## config.mk

```make
export PLATFORM = sky130hd
export DESIGN_NAME = fetch_stage
export DESIGN_NICKNAME = d
export VERILOG_FILES = /design/src/rtl/fetch_stage.sv
export SDC_FILE = /design/constraint.sdc
export NUM_CORES = 1
export LEC_CHECK = 0
export CORE_MARGIN = 10
export CORE_UTILIZATION = 52
export CTS_BUF_LIST = sky130_fd_sc_hd__clkbuf_16
export DETAILED_ROUTE_END_ITERATION = 8
export MAX_ROUTING_LAYER = met4
export PLACE_DENSITY = 0.86
export REMOVE_ABC_BUFFERS = 1
export SLEW_MARGIN = 30
export SYNTH_ARGS = -nofsm -noshare
export SYNTH_HDL_FRONTEND = slang
export SYNTH_SLANG_ARGS = --single-unit
```

## constraint.sdc

```tcl
create_clock -name clk -period 6.1 [get_ports clk]
set_input_delay 1.22 -clock clk [delete_from_list [all_inputs] [get_ports clk]]
set_output_delay 1.22 -clock clk [all_outputs]
set_load 0.005 [all_outputs]
```

## src/rtl/fetch_stage.sv

```systemverilog
// fetch_stage -- instruction fetch stage feeding control_unit.
//
// Owns the PC and issues requests to instruction memory. It registers each
// fetched word into the IF/ID output register. It handles variable-latency
// memory, a downstream stall through a 1-entry hold buffer, and branch/jump
// redirects. A redirect can arrive while a request is still outstanding.
//
// Optional build macro: FETCH_PERF_CNT_EN
//   defined   -> fetch_count counts the words delivered into the output register
//   undefined -> fetch_count is tied to zero and has no flops
//
// Ports:
//   clk, rst            clock; synchronous active-high reset
//   imem_req/addr       registered fetch request, held until imem_ack
//   imem_ack/rdata      memory response (data valid with ack)
//   id_stall            downstream hold request for the output register
//   branch_taken/target redirect (has priority over jump)
//   jump/jump_target    redirect
//   if_valid/inst/pc    IF/ID output register
//   if_opcode           if_inst[31:26]
//   if_pc_plus4         if_pc + 4
//   fetch_count         delivered-instruction counter
module fetch_stage #(
  parameter int unsigned       ADDR_W   = 32,
  parameter logic [ADDR_W-1:0] RESET_PC = '0
) (
  input  logic              clk,
  input  logic              rst,
  output logic              imem_req,
  output logic [ADDR_W-1:0] imem_addr,
  input  logic              imem_ack,
  input  logic [31:0]       imem_rdata,
  input  logic              id_stall,
  input  logic              branch_taken,
  input  logic [ADDR_W-1:0] branch_target,
  input  logic              jump,
  input  logic [ADDR_W-1:0] jump_target,
  output logic              if_valid,
  output logic [31:0]       if_inst,
  output logic [5:0]        if_opcode,
  output logic [ADDR_W-1:0] if_pc,
  output logic [ADDR_W-1:0] if_pc_plus4,
  output logic [31:0]       fetch_count
);

  typedef enum logic [1:0] {S_REQ, S_HOLD, S_DROP} state_e;

  state_e              state_q, state_d;
  logic [ADDR_W-1:0]   pc_q, pc_d;
  logic [ADDR_W-1:0]   req_addr_q, req_addr_d;
  logic                imem_req_q, imem_req_d;
  logic                if_valid_q, if_valid_d;
  logic [31:0]         if_inst_q, if_inst_d;
  logic [ADDR_W-1:0]   if_pc_q, if_pc_d;
  logic [ADDR_W-1:0]   if_pc_plus4_q, if_pc_plus4_d;
  logic [31:0]         hold_inst_q, hold_inst_d;

  logic                ack;
  logic                redir;
  logic [ADDR_W-1:0]   tgt;
  logic [ADDR_W-1:0]   tgt_al;
  logic [ADDR_W-1:0]   pc_plus4;
  logic                out_free;

  // An ack only counts while a request is actually on the bus.
  assign ack      = imem_ack & imem_req_q;
  assign redir    = branch_taken | jump;
  assign tgt      = branch_taken ? branch_target : jump_target;
  assign tgt_al   = tgt & ~ADDR_W'(3);
  assign pc_plus4 = pc_q + ADDR_W'(4);
  assign out_free = !if_valid_q || !id_stall;

  always_comb begin
    state_d       = state_q;
    pc_d          = pc_q;
    req_addr_d    = req_addr_q;
    if_valid_d    = if_valid_q;
    if_inst_d     = if_inst_q;
    if_pc_d       = if_pc_q;
    if_pc_plus4_d = if_pc_plus4_q;
    hold_inst_d   = hold_inst_q;

    case (state_q)
      S_REQ: begin
        if (redir) begin
          // The request cannot be withdrawn. A redirect that arrives without
          // an ack must wait for the response in S_DROP. With no request on
          // the bus (first cycle after reset), retargeting at once is safe.
          if (ack || !imem_req_q) begin
            req_addr_d = tgt_al;
          end else begin
            state_d = S_DROP;
          end
        end else if (ack) begin
          if (out_free) begin
            if_valid_d    = 1'b1;
            if_inst_d     = imem_rdata;
            if_pc_d       = pc_q;
            if_pc_plus4_d = pc_plus4;
            pc_d          = pc_plus4;
            req_addr_d    = pc_plus4;
          end else begin
            // pc_q is left unchanged while in S_HOLD, so it still holds the
            // buffered word's address and no separate buffer PC is needed.
            hold_inst_d = imem_rdata;
            state_d     = S_HOLD;
          end
        end
      end
      S_HOLD: begin
        if (redir) begin
          req_addr_d = tgt_al;
          state_d    = S_REQ;
        end else if (!id_stall) begin
          if_valid_d    = 1'b1;
          if_inst_d     = hold_inst_q;
          if_pc_d       = pc_q;
          if_pc_plus4_d = pc_plus4;
          pc_d          = pc_plus4;
          req_addr_d    = pc_plus4;
          state_d       = S_REQ;
        end
      end
      S_DROP: begin
        // If a fresh redirect coincides with the ack of the stale request,
        // nothing is outstanding any more, so the new target is fetched next.
        if (ack) begin
          req_addr_d = redir ? tgt_al : pc_q;
          state_d    = S_REQ;
        end
      end
      default: state_d = S_REQ;
    endcase

    if (redir) begin
      pc_d       = tgt_al;
      if_valid_d = 1'b0;
      if_inst_d  = '0;
    end

    imem_req_d = (state_d != S_HOLD);
  end

  always_ff @(posedge clk) begin
    if (rst) begin
      state_q       <= S_REQ;
      pc_q          <= RESET_PC;
      req_addr_q    <= RESET_PC;
      imem_req_q    <= 1'b0;
      if_valid_q    <= 1'b0;
      if_inst_q     <= '0;
      if_pc_q       <= '0;
      if_pc_plus4_q <= '0;
      hold_inst_q   <= '0;
    end else begin
      state_q       <= state_d;
      pc_q          <= pc_d;
      req_addr_q    <= req_addr_d;
      imem_req_q    <= imem_req_d;
      if_valid_q    <= if_valid_d;
      if_inst_q     <= if_inst_d;
      if_pc_q       <= if_pc_d;
      if_pc_plus4_q <= if_pc_plus4_d;
      hold_inst_q   <= hold_inst_d;
    end
  end

`ifdef FETCH_PERF_CNT_EN
  logic        load_out;
  logic [31:0] fetch_count_q;

  assign load_out = !redir &&
                    (((state_q == S_REQ) && ack && out_free) ||
                     ((state_q == S_HOLD) && !id_stall));

  always_ff @(posedge clk) begin
    if (rst) begin
      fetch_count_q <= '0;
    end else if (load_out) begin
      fetch_count_q <= fetch_count_q + 32'd1;
    end
  end

  assign fetch_count = fetch_count_q;
`else
  assign fetch_count = '0;
`endif

  assign imem_req    = imem_req_q;
  assign imem_addr   = req_addr_q;
  assign if_valid    = if_valid_q;
  assign if_inst     = if_inst_q;
  assign if_opcode   = if_inst_q[31:26];
  assign if_pc       = if_pc_q;
  assign if_pc_plus4 = if_pc_plus4_q;

endmodule

```

==> results of run 1 <==
==> registers in the layout, summed over array words and instances (netlist names) <==
register / flops
hold_inst_q: 32
if_inst: 32
if_pc: 30
if_pc_plus4: 30
if_valid: 1
imem_addr: 30
imem_req: 1
pc_q: 30
state_q: 2
==> routing by layer <==
layer	up-vias	GRT usage (%)
met5	-	-
met4	0	6.973
met3	38	7.031
met2	424	39.14
met1	4297	29.34
li1	4359	-
==> Yosys cell counts (20+ instances only) <==
cell type	count
nor2_1	115
a21oi_1	102
nor3_1	36
a211oi_1	75
nand3_1	20
clkbuf_1	67
buf_4	49
o21ai_0	34
dfxtp_1	188
mux2i_1	42
xnor2_1	24
nand2_1	163
buf_2	21
==> path summary, 6_finish.rpt <==
| check | to | cells after the start | slack, ps | start |
|---|---|---|---|---|
| setup reg to reg | if_pc_plus4[16] | 9 | 3040 | state_q[1] |
| setup / recovery | imem_addr[5] | 7 | 1910 | jump |
| hold / removal | if_pc[8] | 2 | 450 | if_pc[8] |
| hold reg to reg | if_pc[8] | 2 | 450 | if_pc[8] |
==> worst max-delay path, delay by kind of cell <==
kind,cells,cell delay (ps)
and+or+nand+nor,4,1430
buffers and inverters,2,1570
AOI/OAI and AO/OA,1,270
==> power by group through the flow <==
stage / clock network (mW) / logic (mW) / registers (mW)
after floorplan: 0 / 0.215 / 1.36
after global placement: 0 / 0.473 / 1.37
after detailed placement: 0 / 0.482 / 1.37
after CTS: 1.14 / 0.485 / 1.34
after global routing: 1.19 / 0.534 / 1.35
final: 1.13 / 0.489 / 1.34
==> per-stage QoR <==
step           worst slack (ps)  instance area, µm²  util (%)  hold slack [ps]
2_1_floorplan             635.5                8762         -            430.0
3_3_place_gp               1558               11460     64.03            440.6
3_5_place_dp               1530               11460     64.03            446.3
4_1_cts                    1994               12050     67.30            456.5
5_1_grt                    1731               12050     67.32            469.4
6_report                   1909               12050     67.32            453.5
==> cells in the final DEF, fill, tap and decap left out, types with 5 or more instances in the layout <==
master           netlist  final
a311oi_1              18     18
clkdlybuf4s50_1        0    225
buf_4                 49     15
nand2b_1               9      9
nand3_1               20     20
or3_1                  7      7
a21oi_1              102    102
mux2i_1               42     42
and2_1                 6      6
a22o_1                 6      6
dfxtp_1              188    188
nor3b_1                6      6
a31oi_1                7      7
clkbuf_16              0     17
o31a_1                 7      7
o21ai_0               34     34
inv_6                  0      5
nand4_1                7      7
a22oi_1               12     12
xor2_1                10     10
a211oi_1              75     75
conb_1                 1     38
nor4_1                16     16
o31ai_1                7      7
inv_1                 16     16
xnor2_1               24     24
nor3_1                36     35
and3_1                 6      6
nor2_1               115    112
nand2_1              163    163
==> cell type report <==
cell class,count,area (µm²)
clock buffer,17,425.4
clock inverter,15,160.2
fill,1458,5851
inverter,17,63.81
multi-input combinational,848,4971
sequential,188,3764
tap,229,286.5
timing repair buffer,242,2381
==> cells by family (layout without fill, tap and decap cells) <==
family,Yosys count,after routing
compound gates,310,310
flops,188,188
other cells,1,38
mux,42,42
xor+xnor,34,34
buf+inv,176,291
fa+ha+maj,5,5
simple gates,419,419
==> impl_metrics.toml, run 1 <==
[outcome]
outcome = "completed"

[sta]
rsz0062_at_grt = "no"
setup_tns_ps = 0
hold_viol_final = 0
worst_pin_slew_ps = 1017
slew_headroom_pct = 31.92
period_needed_ps = 4191
final-setup-viol-count = 0
fin_crit_sh_pct = 68.70
fin_worst_skew_ps = 10.51
fmax_ghz = 0.2386
final_max_slew_viol_count = 0

[placement]
post-dp-hpwl_um = 20290
routabilityCongestion = 0.8283
io_buffers = 227
dp_cells = 1524

[floorplanning]
fp.dieArea_um2 = 23980
die_x_um = 154.9
rows = 49
io_pins = 270
die_h_um = 154.9
initial_core_util_pct = 52.84
coreArea_um2 = 17900

[routing]
met3_length_um = 2758
drt-pass1-iter-count = 5
route.vias.total = 9118
drtIter0Drc = 798
maxUsedRoutingLayer = "met4"
ant_nets = 0
route.detailed.drc = 0
dr_wl_met2_um = 14330
wl_um = 29960
wl_per_cell_um = 19.25
wl_met1_um = 12380
viasPerCell = 5.860

[yosys]
synth_compound_area_share_pct = 21.76
synth_top_family_by_area = "compound AO/OA/AOI/OAI gates"
synthAdderAreaFrac_pct = 0.6614
ys_seq_elements = 188
yosys.area_share.xor_xnor_pct = 3.148
synthTopCellsByArea = "dfxtp_1, nand2_1, a211oi_1, a21oi_1, nor2_1"
yosysTopAreaCell = "dfxtp_1"
syn-mean-instance-area_um2 = 8.050
synth_seq_area_share_pct = 39.79
synth.distinct_cells = 66
ys_async_sr_fraction_pct = 0
synth_cells = 1175
synth_simple_gate_area_share_pct = 20.65
synth_edf_count = 0
synth_flop_cell = "dfxtp_1"
synth_warnings = 0
syn_area_um2 = 9459
synthDominantCellAreaShare_pct = 39.79
synthMuxAreaShare_pct = 4.444

[grt]
grt_pass1_wl_um = 46980
grt_max_degree = 94
gr-total-overflow = 0
grt_pass1_vias = 8908
grt_antenna_before_repair = 0
grt_usage_pct = 24.42

[power_and_ir_drop]
ir_worst_vdd_uv = 199.6
switchingPower_mw = 0.8342
power_mw = 2.965
p_int_mw = 2.131
power.density_nw_per_um2 = 246.0
power_frac_comb_pct = 16.5
clkPwrFrac_pct = 38.2
p_sw_share_pct = 28.14
power_frac_seq_pct = 45.3
power.leakage_nw = 3.996

[layout]
finalNetCount = 1421
drive_gt1_share_pct = 5.576
antennaDiodeCount = 0
fin_cells = 1556
area_delta_synth_final_pct = 27.41

[cts]
worst_skew_pair.late_latency_ps = 440
cts_made_buffers = 17
clk_path_buf_depth = 2
cts_setup_buffers = 0
ctsHoldBuffers = 0
cts_tree = "yes"
clkSlewWorstSetupHoldPaths_ps = 80
h-tree-depth = 4
cts_resized = 0
root_buffer = "clkbuf_16"
clock-sinks = 188

[critical_path]
cp.arrival_ps = 4530
path_max_fanout = 36
required_ps = 6440
end_kind = "register"
start_kind = "primary input"
path_cells = "clkdlybuf4s50_1 > or2_2 > nor3b_1 > nor3_2 > buf_4 > nor2_1 > a311oi_1"
crit_type = "primary input to register"
cp_slowest_stage_delay_ps = 1050
slowest_stage = "clkdlybuf4s50_1"

[worst_hold_path]
hold_class = "register to register"

[job]
drv_cap = 0
Note: power is estimated with default switching activity, not from simulation.
==> run 2, diff against run 1 <==
--- a/config.mk
+++ b/config.mk
@@ -6,11 +6,11 @@
 export NUM_CORES = 1
 export LEC_CHECK = 0
 export CORE_MARGIN = 10
-export CORE_UTILIZATION = 52
+export CORE_UTILIZATION = 48
 export CTS_BUF_LIST = sky130_fd_sc_hd__clkbuf_16
 export DETAILED_ROUTE_END_ITERATION = 8
 export MAX_ROUTING_LAYER = met4
-export PLACE_DENSITY = 0.86
+export PLACE_DENSITY = 0.8
 export REMOVE_ABC_BUFFERS = 1
 export SLEW_MARGIN = 30
 export SYNTH_ARGS = -nofsm -noshare
==> constraint.sdc (replaced) <==
create_clock -name clk -period 4.3 [get_ports clk]
set_input_delay 0.86 -clock clk [delete_from_list [all_inputs] [get_ports clk]]
set_output_delay 0.86 -clock clk [all_outputs]
set_load 0.005 [all_outputs]
==> run 2 against run 1 <==
Register-to-register slack worse by 1800 ps. Global-route usage is 1.2 points lower. Worst setup slack worse by 710 ps. Die area is 7.2% higher. Non-clock buffer count is 9 higher. Critical path depth is 2 higher. Flip-flop and latch count stayed put. Critical endpoint is now pc_q[28].
==> impl_metrics.toml, run 2 (synthesized netlist as in run 1, its figures left out) <==
[outcome]
outcome = "completed"

[critical_path]
path_max_fanout = 40
critPathTopFamily = "buffers and inverters"
cp_num_buf_inv = 3
start_kind = "register"
r2r_slack_ps = 1200
cp_slowest_stage_delay_ps = 490
crit_type = "register to register"
cp.arrival_ps = 3450
reg2reg_from = "state_q[1]"
required_ps = 4660
critPathLaunch = "state_q[1]"
r2r_cells = 9
worst_path_most_repeated_cell = "buf_4"
slowest_stage = "buf_4"
path_cells = "inv_1 > ha_2 > buf_4 > nor3b_1 > a41o_2 > nand2_1 > buf_4 > or3_1 > a31oi_1"
timing.rr.end = "pc_q[28]"
end_kind = "register"

[layout]
fin_cells = 1600
antennaDiodeCount = 0
fin_area_um2 = 12260
final_cell_mix = "clkdlybuf4s50_1, dfxtp_1, nand2_1"
area_delta_synth_final_pct = 29.58
final_util_pct = 63.18
drive_gt1_share_pct = 6.067
fillers = 1721
layout_commonest_cell = "clkdlybuf4s50_1"
finalNetCount = 1430

[power_and_ir_drop]
ir_worst_vdd_uv = 286.1
switchingPower_mw = 1.162
clkPwrFrac_pct = 40.1
power_mw = 4.361
power_frac_comb_pct = 16.2
power.leakage_nw = 4.083
p_sw_share_pct = 26.65
p_int_mw = 3.199
power_frac_seq_pct = 43.7
power.density_nw_per_um2 = 355.8

[floorplanning]
fp.dieArea_um2 = 25720
initial_core_util_pct = 48.76
io_pins = 270
rows = 51
die_h_um = 160.4
coreArea_um2 = 19400
die_x_um = 160.4

[routing]
route.detailed.drc = 0
drtIter0Drc = 708
drt-pass1-iter-count = 5
viasPerCell = 5.709
wl_um = 30410
ant_nets = 0
route.vias.total = 9134
wl_per_cell_um = 19.00

[sta]
rsz0062_at_grt = "no"
final_max_slew_viol_count = 0
hold_viol_final = 0
fin_worst_skew_ps = 11.99
period_needed_ps = 3096
hold_slack_ps = 452.8
fin_crit_sh_pct = 72.00
setup_slack_ps = 1204
setup_tns_ps = 0
worst_pin_slew_ps = 771.5
slew_headroom_pct = 48.57
fmax_ghz = 0.3230
final-setup-viol-count = 0

[cts]
worst_skew_pair.late_latency_ps = 440
cts_setup_buffers = 0
root_buffer = "clkbuf_16"
clk_path_buf_depth = 2
cts_resized = 0
clkSlewWorstSetupHoldPaths_ps = 70
cts_made_buffers = 17
h-tree-depth = 4
clock-sinks = 188
cts_tree = "yes"
ctsHoldBuffers = 0

[grt]
grt_pass1_wl_um = 47840
gr-usage-met1_pct = 28.88
grt_max_degree = 95
grtUsageMet2_pct = 35.75
grt_antenna_before_repair = 0
gr-total-overflow = 0
grt_pass1_vias = 8753
grtUsageMet3_pct = 6.365
grt_usage_pct = 23.19
top_usage_layer = "met2"

[worst_hold_path]
hold_end = "if_pc[8]"
min_path_cells = 2
worstHoldStart = "if_pc[8]"
hold_class = "register to register"

[placement]
dp_cells = 1569
post-dp-hpwl_um = 20790
pre_cts_ws_ps = 843.4
place_area_um2 = 11610
io_buffers = 227
routabilityCongestion = 0.8713

[job]
drv_cap = 0
==> run 2: cell count changes in the layout (fill, tap and decap cells not counted), moves of 3 or more <==
cell,change
buf_4,+6
clkinvlp_4,-3
buf_12,+3
bufinv_16,+3
==> run 2: cell type report <==
class / count / area, µm² / area share [%]
sequential: 188 / 3764 / 30.71
multi-input combinational: 848 / 4971 / 40.56
timing repair buffer: 251 / 2486 / 20.28
tap: 265 / 331.6 / 2.705
clock inverter: 14 / 215.2 / 1.756
inverter: 17 / 63.81 / 0.5206
clock buffer: 17 / 425.4 / 3.471
==> run 2: worst min-delay path: stages, from the launching register on <==
cell	delay [ps]
dfxtp_1	310
nand2_1	50
a21oi_1	50
==> run 2: worst max path at each step <==
stage | to | slack [ps] | cells after the start
after floorplan | if_pc_plus4[10] | -1160 | 6
after global placement | imem_addr[28] | 890 | 6
after detailed placement | imem_addr[29] | 840 | 6
after CTS | pc_q[28] | 1220 | 9
after global routing | pc_q[28] | 950 | 9
final | pc_q[28] | 1200 | 9
==> run 2: per-layer routing <==
metal | wire length [µm] | part of all wire [%]
met2 | 14030 | 46
met3 | 2568 | 8.4
met4 | 558 | 1.8
met5 | 0 | 0
met1 | 13250 | 44
==> run 2: power by group through the flow <==
stage	Sequential, mW	Combinational (mW)	Clock, mW
5_1_grt	1.92	0.773	1.83
3_5_place_dp	1.94	0.699	0
2_1_floorplan	1.93	0.305	0
3_3_place_gp	1.94	0.688	0
4_1_cts	1.90	0.703	1.76
6_report	1.91	0.707	1.75
==> run 3, diff against run 2 <==
==> constraint.sdc (replaced) <==
create_clock -name clk -period 2.9 [get_ports clk]
set_input_delay 0.58 -clock clk [delete_from_list [all_inputs] [get_ports clk]]
set_output_delay 0.58 -clock clk [all_outputs]
set_load 0.005 [all_outputs]
==> run 3 against run 2 <==
Global-route usage fell by 0.072 points. Critical path depth decreased by 3. Power up 41%. Critical path type unchanged. Critical endpoint is now imem_addr[20]. Largest cell class unchanged.
==> impl_metrics.toml, run 3 (synthesized netlist as in run 1, its figures left out) <==
[cts]
ctsHoldBuffers = 0
clkSlewWorstSetupHoldPaths_ps = 70
clock-sinks = 188
root_buffer = "clkbuf_16"
cts_made_buffers = 17
h-tree-depth = 4
clk_path_buf_depth = 2
cts_setup_buffers = 0
cts_tree = "yes"
cts_resized = 0
worst_skew_pair.late_latency_ps = 430

[placement]
routabilityCongestion = 0.8547
pre_cts_ws_ps = 211.7
io_buffers = 227
post-dp-hpwl_um = 20950
dp_cells = 1585
place_area_um2 = 11810

[sta]
fin_crit_sh_pct = 88.56
slew_headroom_pct = 33.69
fmax_ghz = 0.3894
final-setup-viol-count = 0
hold_slack_ps = 454.5
final_max_slew_viol_count = 0
setup_tns_ps = 0
setup_slack_ps = 331.9
fin_worst_skew_ps = 11.03
rsz0062_at_grt = "no"
period_needed_ps = 2568
hold_viol_final = 0
worst_pin_slew_ps = 994.6

[grt]
grt_max_degree = 148
grt_usage_pct = 23.12
grt_pass1_vias = 8908
grt_pass1_wl_um = 47740
grt_antenna_before_repair = 0
gr-total-overflow = 0

[layout]
area_delta_synth_final_pct = 30.64
final_util_pct = 63.70
finalNetCount = 1446
drive_gt1_share_pct = 7.175
layout_commonest_cell = "clkdlybuf4s50_1"
multi_input_area_um2 = 4971
fin_cells = 1617
final_cell_mix = "clkdlybuf4s50_1, dfxtp_1, nand2_1"
regArea_um2 = 3764
antennaDiodeCount = 0
fin_area_um2 = 12360
fillers = 1710

[critical_path]
crit_type = "register to register"
end_kind = "register"
path_max_fanout = 7
cp.arrival_ps = 2930
start_kind = "register"
required_ps = 3260

[routing]
ant_nets = 0
viasPerCell = 5.667
route.vias.total = 9163
wl_met1_um = 13170
dr_wl_met2_um = 14010
route.detailed.drc = 0
wl_per_cell_um = 18.58
wl_um = 30040
drt-pass1-iter-count = 5
maxUsedRoutingLayer = "met4"
drtIter0Drc = 719
met3_length_um = 2289

[power_and_ir_drop]
power.leakage_nw = 4.141
power_mw = 6.137
power.density_nw_per_um2 = 496.7
ir_worst_vdd_uv = 402.1

[floorplanning]
io_pins = 270
coreArea_um2 = 19400
die_x_um = 160.4
fp.dieArea_um2 = 25720
rows = 51
die_h_um = 160.4
initial_core_util_pct = 48.76

[outcome]
outcome = "completed"

[worst_hold_path]
hold_class = "register to register"

[job]
drv_cap = 0
## run 3: report_power, final
part           switching, mW  internal, mW
clock                   1.05          1.18
combinational          0.553         0.530
sequential             0.113          2.71
## run 3: final timing paths
check / start / to / slack (ps) / cells past startpoint
worst max-delay path: pc_q[3] / imem_addr[20] / 330 / 6
worst min-delay path: hold_inst_q[11] / hold_inst_q[11] / 450 / 2
worst max register to register: pc_q[3] / imem_addr[20] / 330 / 6
worst min register to register: hold_inst_q[11] / hold_inst_q[11] / 450 / 2
## run 3: area by class of cell
class                      instances  area share, %
clock inverter                    15          1.002
tap                              265          2.683
timing repair buffer             267          21.67
multi-input combinational        848          40.23
inverter                          17         0.5164
sequential                       188          30.46
clock buffer                      17          3.443
## run 3: critical path, cell delays in order (launching register included)
cell	delay, ps
dfxtp_1	430
ha_1	320
and3_1	290
nand2b_1	290
or3_1	530
or4_1	430
a41oi_1	210
## run 3: layer usage
metal  vias up  global-route usage, %
li1       4421                      -
met1      4347                  28.29
met2       356                  36.54
met3        39                  6.339
met4         0                  6.886
met5         -                      -
